`src/rtl/smul_share_arbiter.sv`:
```
// Round-robin front end sharing one pipelined signed multiplier among NREQ
// requesters; results leave in grant order, tagged with the requester index.
module smul_share_arbiter #(
    parameter int DATAWIDTH = 8,
    parameter int NREQ      = 4,
    parameter int LAT       = 2,
    localparam int IDW      = $clog2(NREQ)
) (
    input  logic                      Clk,
    input  logic                      Rst,
    input  logic [NREQ-1:0]           req,
    input  logic [NREQ*DATAWIDTH-1:0] a_in,
    input  logic [NREQ*DATAWIDTH-1:0] b_in,
    output logic [NREQ-1:0]           gnt,
    output logic                      res_valid,
    input  logic                      res_ready,
    output logic [IDW-1:0]            res_id,
    output logic [2*DATAWIDTH-1:0]    res_data,
    output logic                      busy
);

    localparam int DW = DATAWIDTH;

    logic                 adv;
    logic                 gnt_any;
    logic [IDW-1:0]       gidx;
    logic [IDW-1:0]       ptr;
    logic [DW-1:0]        sel_a, sel_b;
    logic [LAT:1]         vld_pipe;
    logic [IDW-1:0]       id_pipe [1:LAT];

    // Sign-extend both operands to full product width so an unsigned
    // multiply yields the exact two's-complement product.
    function automatic logic [2*DW-1:0] smul(input logic [DW-1:0] a, input logic [DW-1:0] b);
        return {{DW{a[DW-1]}}, a} * {{DW{b[DW-1]}}, b};
    endfunction

    assign adv = !(res_valid && !res_ready);

    always_comb begin : arb
        logic [IDW-1:0] idx;
        int             sum;
        gnt_any = 1'b0;
        gidx    = '0;
        idx     = '0;
        sum     = 0;
        for (int k = 0; k < NREQ; k++) begin
            sum = int'(ptr) + k;
            if (sum >= NREQ) sum = sum - NREQ;
            idx = IDW'(sum);
            if (!gnt_any && req[idx]) begin
                gnt_any = 1'b1;
                gidx    = idx;
            end
        end
        if (!adv || !Rst) gnt_any = 1'b0;
    end

    always_comb begin
        gnt = '0;
        if (gnt_any) gnt[gidx] = 1'b1;
    end

    always_comb begin
        sel_a = '0;
        sel_b = '0;
        for (int i = 0; i < NREQ; i++) begin
            if (gidx == IDW'(i)) begin
                sel_a = a_in[i*DW +: DW];
                sel_b = b_in[i*DW +: DW];
            end
        end
    end

    always_ff @(posedge Clk or negedge Rst) begin
        if (!Rst) begin
            ptr <= '0;
        end else if (gnt_any) begin
            ptr <= (gidx == IDW'(NREQ-1)) ? '0 : gidx + 1'b1;
        end
    end

    // Valid bits shift every advancing edge so bubbles keep issue spacing;
    // tags only move alongside a valid op, so idle stages hold their last tag.
    always_ff @(posedge Clk or negedge Rst) begin
        if (!Rst) begin
            vld_pipe <= '0;
            for (int s = 1; s <= LAT; s++) id_pipe[s] <= '0;
        end else if (adv) begin
            vld_pipe[1] <= gnt_any;
            if (gnt_any) id_pipe[1] <= gidx;
            for (int s = 2; s <= LAT; s++) begin
                vld_pipe[s] <= vld_pipe[s-1];
                if (vld_pipe[s-1]) id_pipe[s] <= id_pipe[s-1];
            end
        end
    end

    generate
        if (LAT == 1) begin : g_lat1
            logic [2*DW-1:0] prod_q;
            always_ff @(posedge Clk or negedge Rst) begin
                if (!Rst) prod_q <= '0;
                else if (gnt_any) prod_q <= smul(sel_a, sel_b);
            end
            assign res_data = prod_q;
        end else begin : g_latn
            // Operands registered first; multiply happens between stage 1 and 2,
            // later stages only carry the product.
            logic [DW-1:0]   op_a, op_b;
            logic [2*DW-1:0] prod_pipe [2:LAT];
            always_ff @(posedge Clk or negedge Rst) begin
                if (!Rst) begin
                    op_a <= '0;
                    op_b <= '0;
                    for (int s = 2; s <= LAT; s++) prod_pipe[s] <= '0;
                end else if (adv) begin
                    if (gnt_any) begin
                        op_a <= sel_a;
                        op_b <= sel_b;
                    end
                    if (vld_pipe[1]) prod_pipe[2] <= smul(op_a, op_b);
                    for (int s = 3; s <= LAT; s++) begin
                        if (vld_pipe[s-1]) prod_pipe[s] <= prod_pipe[s-1];
                    end
                end
            end
            assign res_data = prod_pipe[LAT];
        end
    endgenerate

    assign res_valid = vld_pipe[LAT];
    assign res_id    = id_pipe[LAT];
    assign busy      = |vld_pipe;

endmodule

```
`config.mk`:
```
export PLATFORM = sky130hd
export DESIGN_NAME = smul_share_arbiter
export DESIGN_NICKNAME = d
export VERILOG_FILES = /design/src/rtl/smul_share_arbiter.sv
export SDC_FILE = /design/constraint.sdc
export NUM_CORES = 1
export LEC_CHECK = 0
export ABC_AREA = 1
export BUFFER_PORTS_ARGS = -buffer_cell sky130_fd_sc_hd__buf_2
export CORE_ASPECT_RATIO = 1.5
export CORE_UTILIZATION = 62
export DETAILED_ROUTE_END_ITERATION = 8
export PLACE_DENSITY = 0.85
export SKIP_CTS_REPAIR_TIMING = 1
export SYNTH_ARGS = -nofsm -noshare
export SYNTH_HDL_FRONTEND = slang
export SYNTH_SLANG_ARGS = --single-unit
```
`constraint.sdc`:
```
create_clock -name Clk -period 11.05 [get_ports Clk]
set_clock_uncertainty 0.1 [all_clocks]
set_input_delay 3.315 -clock Clk [delete_from_list [all_inputs] [get_ports Clk]]
set_output_delay 3.315 -clock Clk [all_outputs]
set_load 0.01 [all_outputs]
```
==> results of run 1 <==
[routing by layer]
layer	global-route usage [%]	up-vias	routed length [um]
li1	-	2357	-
met1	30.6	2094	4260
met2	56.8	149	6260
met3	3.28	33	415
met4	14.2	0	389
met5	0	-	0
[metrics by stage]
step / worst slack, ns / cells
6_report: 2.07 / 925
3_5_place_dp: 2.13 / 917
5_1_grt: 1.79 / 925
4_1_cts: 2.10 / 925
3_3_place_gp: 2.29 / 917
2_1_floorplan: 2.70 / 749
[flip-flops by register name, summed over array words and instances, names as in the netlist]
signal       cells
res_data        16
res_id           2
g_latn.op_b      8
id_pipe          2
g_latn.op_a      8
ptr              2
vld_pipe         2
[Yosys cell counts, drive strengths merged (2+ instances only)]
| master | instances |
|---|---|
| dfrtp | 40 |
| or2 | 4 |
| nand3b | 3 |
| fa | 55 |
| inv | 151 |
| nand4 | 3 |
| clkbuf | 25 |
| ha | 33 |
| buf | 8 |
| xor2 | 2 |
| o21ai | 50 |
| nand3 | 27 |
| a21oi | 22 |
| nand2 | 287 |
| nor2 | 30 |
| a21o | 2 |
| xnor2 | 4 |
[worst min-delay path by stage]
| stage | start | endpoint | slack (ns) | depth (start not counted) |
|---|---|---|---|---|
| global placement | res_data[2]$_DFFE_PN0P_ | res_data[2]$_DFFE_PN0P_ | 0.35 | 2 |
| CTS | res_data[2]$_DFFE_PN0P_ | res_data[2]$_DFFE_PN0P_ | 0.37 | 2 |
| finish | res_data[2]$_DFFE_PN0P_ | res_data[2]$_DFFE_PN0P_ | 0.37 | 2 |
| floorplan | res_id[0]$_DFFE_PN0P_ | res_id[0]$_DFFE_PN0P_ | 0.34 | 2 |
| detailed placement | res_data[2]$_DFFE_PN0P_ | res_data[2]$_DFFE_PN0P_ | 0.35 | 2 |
| global route | res_data[4]$_DFFE_PN0P_ | res_data[4]$_DFFE_PN0P_ | 0.39 | 2 |
[kinds of logic after synthesis]
kind of cell / Yosys count / share of synthesized area [%]
AOI/OAI and AO/OA: 76 / 7.55
DFF: 40 / 19.4
adders and majority gates: 88 / 29.4
buffers and inverters: 185 / 14.1
xor gates and xnor gates: 6 / 1.02
and+or+nand+nor: 354 / 28.5
[critical path, stage by stage]
cell	delay, ns
buf_2	0.11
inv_1	0.07
nand2_1	0.08
nand3_2	0.08
nand2_2	0.10
nor2_8	0.15
nand3_1	0.12
nand3_1	0.11
nand2_1	0.11
inv_1	0.10
ha_1	0.52
inv_1	0.37
nor2_1	0.18
buf_2	0.14
[cell type report]
cell class,instances,share of cell area [%]
Clock buffer,5,2.16
Clock inverter,3,0.821
Inverter,152,9.90
Multi-Input combinational cell,524,59.2
Sequential cell,40,17.3
Tap cell,105,2.27
Timing Repair Buffer,96,8.38
==> results.txt, run 1 <==
R2r endpoint -> res_data[15]$_DFFE_PN0P_
Post-synth ARST share -> 100%
Area occupied by multi-input gates -> 3430 sq um
Routability cong. -> 0.882
Global-route usage over all layers -> 29.1%
Layout cell share with drive strength beyond 1 -> 15.2%
Initial Util -> 64.0%
Synth top area cells -> fa_1 21%, nand2_1 20%, dfrtp_1 19%
DR pass1 iterations -> 6
DR DRC count -> 0
Hold WC Path Type -> reg -> reg
DR WL/cell -> 12.2 um
Via/cell ratio -> 5.01
Synthesized Nets -> 908
Min Tclk post-route -> 8.98 ns
Clock Tree Buf Depth -> 2
I/O pin total -> 95
DRT iter0 DRCs -> 164
Die X -> 76.5 um
Number of global-route vias before repair -> 4851
CTS sink cnt -> 40
Fin area -> 5790 sq um
Post-synthesis area per instance -> 6.89 sq um
Final Hold Viols -> 0
Seq/Total Area, Yosys -> 19.4%
MaxCap Viol Count -> 0
DR vias -> 4633
Routed WL -> 11300 um
HPWL Detailed -> 8990 um
DRT antenna net count -> 0
Worst R2R Path Depth -> 20
Number of I/O port buffers -> 94
# setup viols final -> 0
Crit end category -> output pin
Synth Instances -> 749
Fin nets -> 978
Initial antenna violation count -> 0
First-pass GRT wire length -> 20400 um
Die Y -> 114 um
Util after Layout -> 71.9%
Post-synth EDFFs -> 0
Share of the synthesized area in the top cell type -> 21.3%
Worst EP arrival -> 5.56 ns
Yosys reg bits -> 40
Crit path from -> req[0]
CTS tree -> done
Netlist cell types -> 32
Die ar. -> 8700 sq um
Setup TNS -> 0 ns
Mapped Area -> 5160 sq um
Setup CP Type -> in -> out
H-tree Lvls -> 2
Setup crit start kind -> input pin
Most frequent cells in the layout -> 279 x nand2_1, 147 x inv_1, 94 x buf_2
Required @ worst endpoint -> 7.64 ns
Core area -> 8060 sq um
Register area -> 1000 sq um
Largest net degree at the start of global routing -> 42
Largest area contributor in the netlist -> fa_1
TritonCTS buffer count -> 5
CP max FO -> 17
Slew HR -> 42.9%
Pins Over Slew Limit -> 0
Worst hold margin -> 0.367 ns
Clock root cell -> clkbuf_16
Ant. Diodes -> 0
Layout filler cell count -> 673
Clock transition at the registers of the reported paths -> 0.06 ns
P&R area growth vs syn -> 12.3%
Period utilisation layout -> 81.2%
RSZ-0062 raised after global routing -> false
Main flop type after synthesis -> dfrtp_1
Worst-Skew Late Latency -> 0.29 ns
R2r setup slk -> 6.34 ns
RR Startpoint -> g_latn.op_a[7]$_DFFE_PN0P_
Synth warn -> 0
Commonest non-fill, non-tap cell in the layout -> nand2_1
Placed instance area -> 5620 sq um
Grt total ovfl -> 0
F_max -> 111 MHz
Row count -> 40
Actual slew at the worst max-slew pin -> 0.856 ns
Worst setup path endpoint -> gnt[2]
Status -> complete, no violations
Power of run 1 is left out: the tool's default activity adds up to more than one toggle a clock period on the data nets, which glitch-free logic cannot reach.
==> run 2, diff against run 1 <==
--- a/config.mk
+++ b/config.mk
@@ -8,9 +8,9 @@
 export ABC_AREA = 1
 export BUFFER_PORTS_ARGS = -buffer_cell sky130_fd_sc_hd__buf_2
 export CORE_ASPECT_RATIO = 1.5
-export CORE_UTILIZATION = 62
+export CORE_UTILIZATION = 58
 export DETAILED_ROUTE_END_ITERATION = 8
-export PLACE_DENSITY = 0.85
+export PLACE_DENSITY = 0.8
 export SKIP_CTS_REPAIR_TIMING = 1
 export SYNTH_ARGS = -nofsm -noshare
 export SYNTH_HDL_FRONTEND = slang
==> constraint.sdc (replaced) <==
create_clock -name Clk -period 9.3 [get_ports Clk]
set_clock_uncertainty 0.1 [all_clocks]
set_input_delay 2.79 -clock Clk [delete_from_list [all_inputs] [get_ports Clk]]
set_output_delay 2.79 -clock Clk [all_outputs]
set_load 0.01 [all_outputs]
==> results.txt, run 2 (synthesis gave the netlist of run 1 again) <==
Status -> complete, no violations (unchanged)
Die ar. -> 9280 sq um (was 8700 sq um)
HPWL Detailed -> 9200 um (was 8990 um)
Actual slew at the worst max-slew pin -> 0.911 ns (was 0.856 ns)
DRT antenna net count -> 0 (unchanged)
First-pass GRT wire length -> 20000 um (was 20400 um)
Commonest non-fill, non-tap cell in the layout -> nand2_1 (unchanged)
Clock Tree Buf Depth -> 2 (unchanged)
Number of I/O port buffers -> 94 (unchanged)
Cells after DPL -> 919 (was 917)
I/O pin total -> 95 (unchanged)
P&R area growth vs syn -> 12.3% (about the same)
Routed WL -> 11100 um (was 11300 um)
Via/cell ratio -> 5.07 (was 5.01)
Pins Over Slew Limit -> 0 (unchanged)
Die Y -> 117 um (was 114 um)
Crit-path most repeated cell -> inv_1 (unchanged)
Non-filler instance count after layout -> 927 (was 925)
Required @ worst endpoint -> 6.41 ns (was 7.64 ns)
Clock root cell -> clkbuf_16 (unchanged)
Grt total ovfl -> 0 (unchanged)
Fin nets -> 978 (unchanged)
Most frequent cells in the layout -> 279 x nand2_1, 147 x inv_1, 94 x buf_2 (unchanged)
Hold WC Path Type -> reg -> reg (unchanged)
Min Tclk post-route -> 7.90 ns
Period utilisation layout -> 84.9%
CTS sink cnt -> 40 (unchanged)
Largest net degree at the start of global routing -> 41 (was 42)
Row count -> 41 (was 40)
DR vias -> 4703 (was 4633)
Worst EP arrival -> 5.01 ns (was 5.56 ns)
Ant. Diodes -> 0 (unchanged)
Final Hold Viols -> 0 (unchanged)
RSZ-0062 raised after global routing -> false (unchanged)
Routability cong. -> 0.871 (was 0.882)
CP max FO -> 17 (unchanged)
Layout cell share with drive strength beyond 1 -> 15.2% (unchanged)
Core area -> 8520 sq um (was 8060 sq um)
Initial antenna violation count -> 0 (unchanged)
Worst-Skew Late Latency -> 0.29 ns (about the same)
DR WL/cell -> 12.0 um (was 12.2 um)
Critical-path cell list -> buf_2 > inv_1 > nand2_2 > nand3_2 > nand2_2 > nor2_8 > nand3_1 > nand3_1 > nand2_1 > inv_1 > ha_1 > inv_1 > nor2_1 > buf_2 (was buf_2 > inv_1 > nand2_1 > nand3_2 > nand2_2 > nor2_8 > nand3_1 > nand3_1 > nand2_1 > inv_1 > ha_1 > inv_1 > nor2_1 > buf_2)
Setup TNS -> 0 ns (unchanged)
MaxCap Viol Count -> 0 (unchanged)
Crit end category -> output pin (unchanged)
Number of global-route vias before repair -> 4855 (was 4851)
F_max -> 127 MHz
Setup CP Type -> in -> out (unchanged)
Die X -> 79.0 um (was 76.5 um)
Layout filler cell count -> 748 (was 673)
# setup viols final -> 0 (unchanged)
Setup crit start kind -> input pin (unchanged)
Clock transition at the registers of the reported paths -> 0.06 ns (about the same)
CP peak stage delay -> 0.52 ns (about the same)
Slowest CP cell -> ha_1 (unchanged)
Slew HR -> 39.3% (was 42.9%)
Initial Util -> 60.6% (was 64.0%)
DRT iter0 DRCs -> 147 (was 164)
DR pass1 iterations -> 7 (was 6)
CTS tree -> done (unchanged)
H-tree Lvls -> 2 (unchanged)
TritonCTS buffer count -> 5 (unchanged)
Max reg flops -> 16 (unchanged)
Global-route usage over all layers -> 26.7% (was 29.1%)
DR DRC count -> 0 (unchanged)
[run 2: cell types whose count changed in the layout (fill, tap and decap cells not counted)]
cell and delta:
clkinvlp_4 +1, clkinv_4 -2, inv_6 +1
[run 2: routing by layer]
layer	up-vias	share of wire, %	global-route usage [%]
met5	-	0	0
met4	0	3.6	13.1
met3	36	3.3	3.26
met2	136	55	50.2
met1	2163	38	28.5
li1	2368	-	-
[run 2: final timing paths]
check	start	endpoint	slack [ns]	cells after the start
setup / recovery	req[3]	gnt[2]	1.40	14
hold / removal	res_data[3]$_DFFE_PN0P_	res_data[3]$_DFFE_PN0P_	0.37	2
setup reg to reg	g_latn.op_b[2]$_DFFE_PN0P_	res_data[15]$_DFFE_PN0P_	4.58	20
hold reg to reg	res_data[3]$_DFFE_PN0P_	res_data[3]$_DFFE_PN0P_	0.37	2
max in group asynchronous	Rst	vld_pipe[2]$_DFFE_PN0N_	6.22	2
min in group asynchronous	Rst	res_data[5]$_DFFE_PN0P_	2.53	2
[run 2: layout make-up]
class	instances	area [sq um]	area share, %
inverters	152	573	9.89
well taps	107	134	2.31
clock inverters	3	46.3	0.799
multi-input cells	524	3430	59.2
clock buffers	5	125	2.16
flip-flops and latches	40	1000	17.3
repair buffers	96	485	8.38
[run 2: stage by stage]
| step | worst slack [ns] | hold slack [ns] | area, sq um | util [%] |
|---|---|---|---|---|
| 2_1_floorplan | 2.00 | 0.343 | 5160 | - |
| 3_3_place_gp | 1.60 | 0.347 | 5620 | 66.0 |
| 3_5_place_dp | 1.45 | 0.354 | 5620 | 66.0 |
| 4_1_cts | 1.43 | 0.370 | 5790 | 68.0 |
| 5_1_grt | 1.13 | 0.390 | 5790 | 68.0 |
| 6_report | 1.40 | 0.365 | 5790 | 68.0 |
[run 2: critical path, delay by kind of cell]
family                     cells  cell delay [ns]
and+or+nand+nor                8             0.94
buffers and inverters          5             0.75
adders and majority gates      1             0.52
Power of run 2 is left out for the same reason.
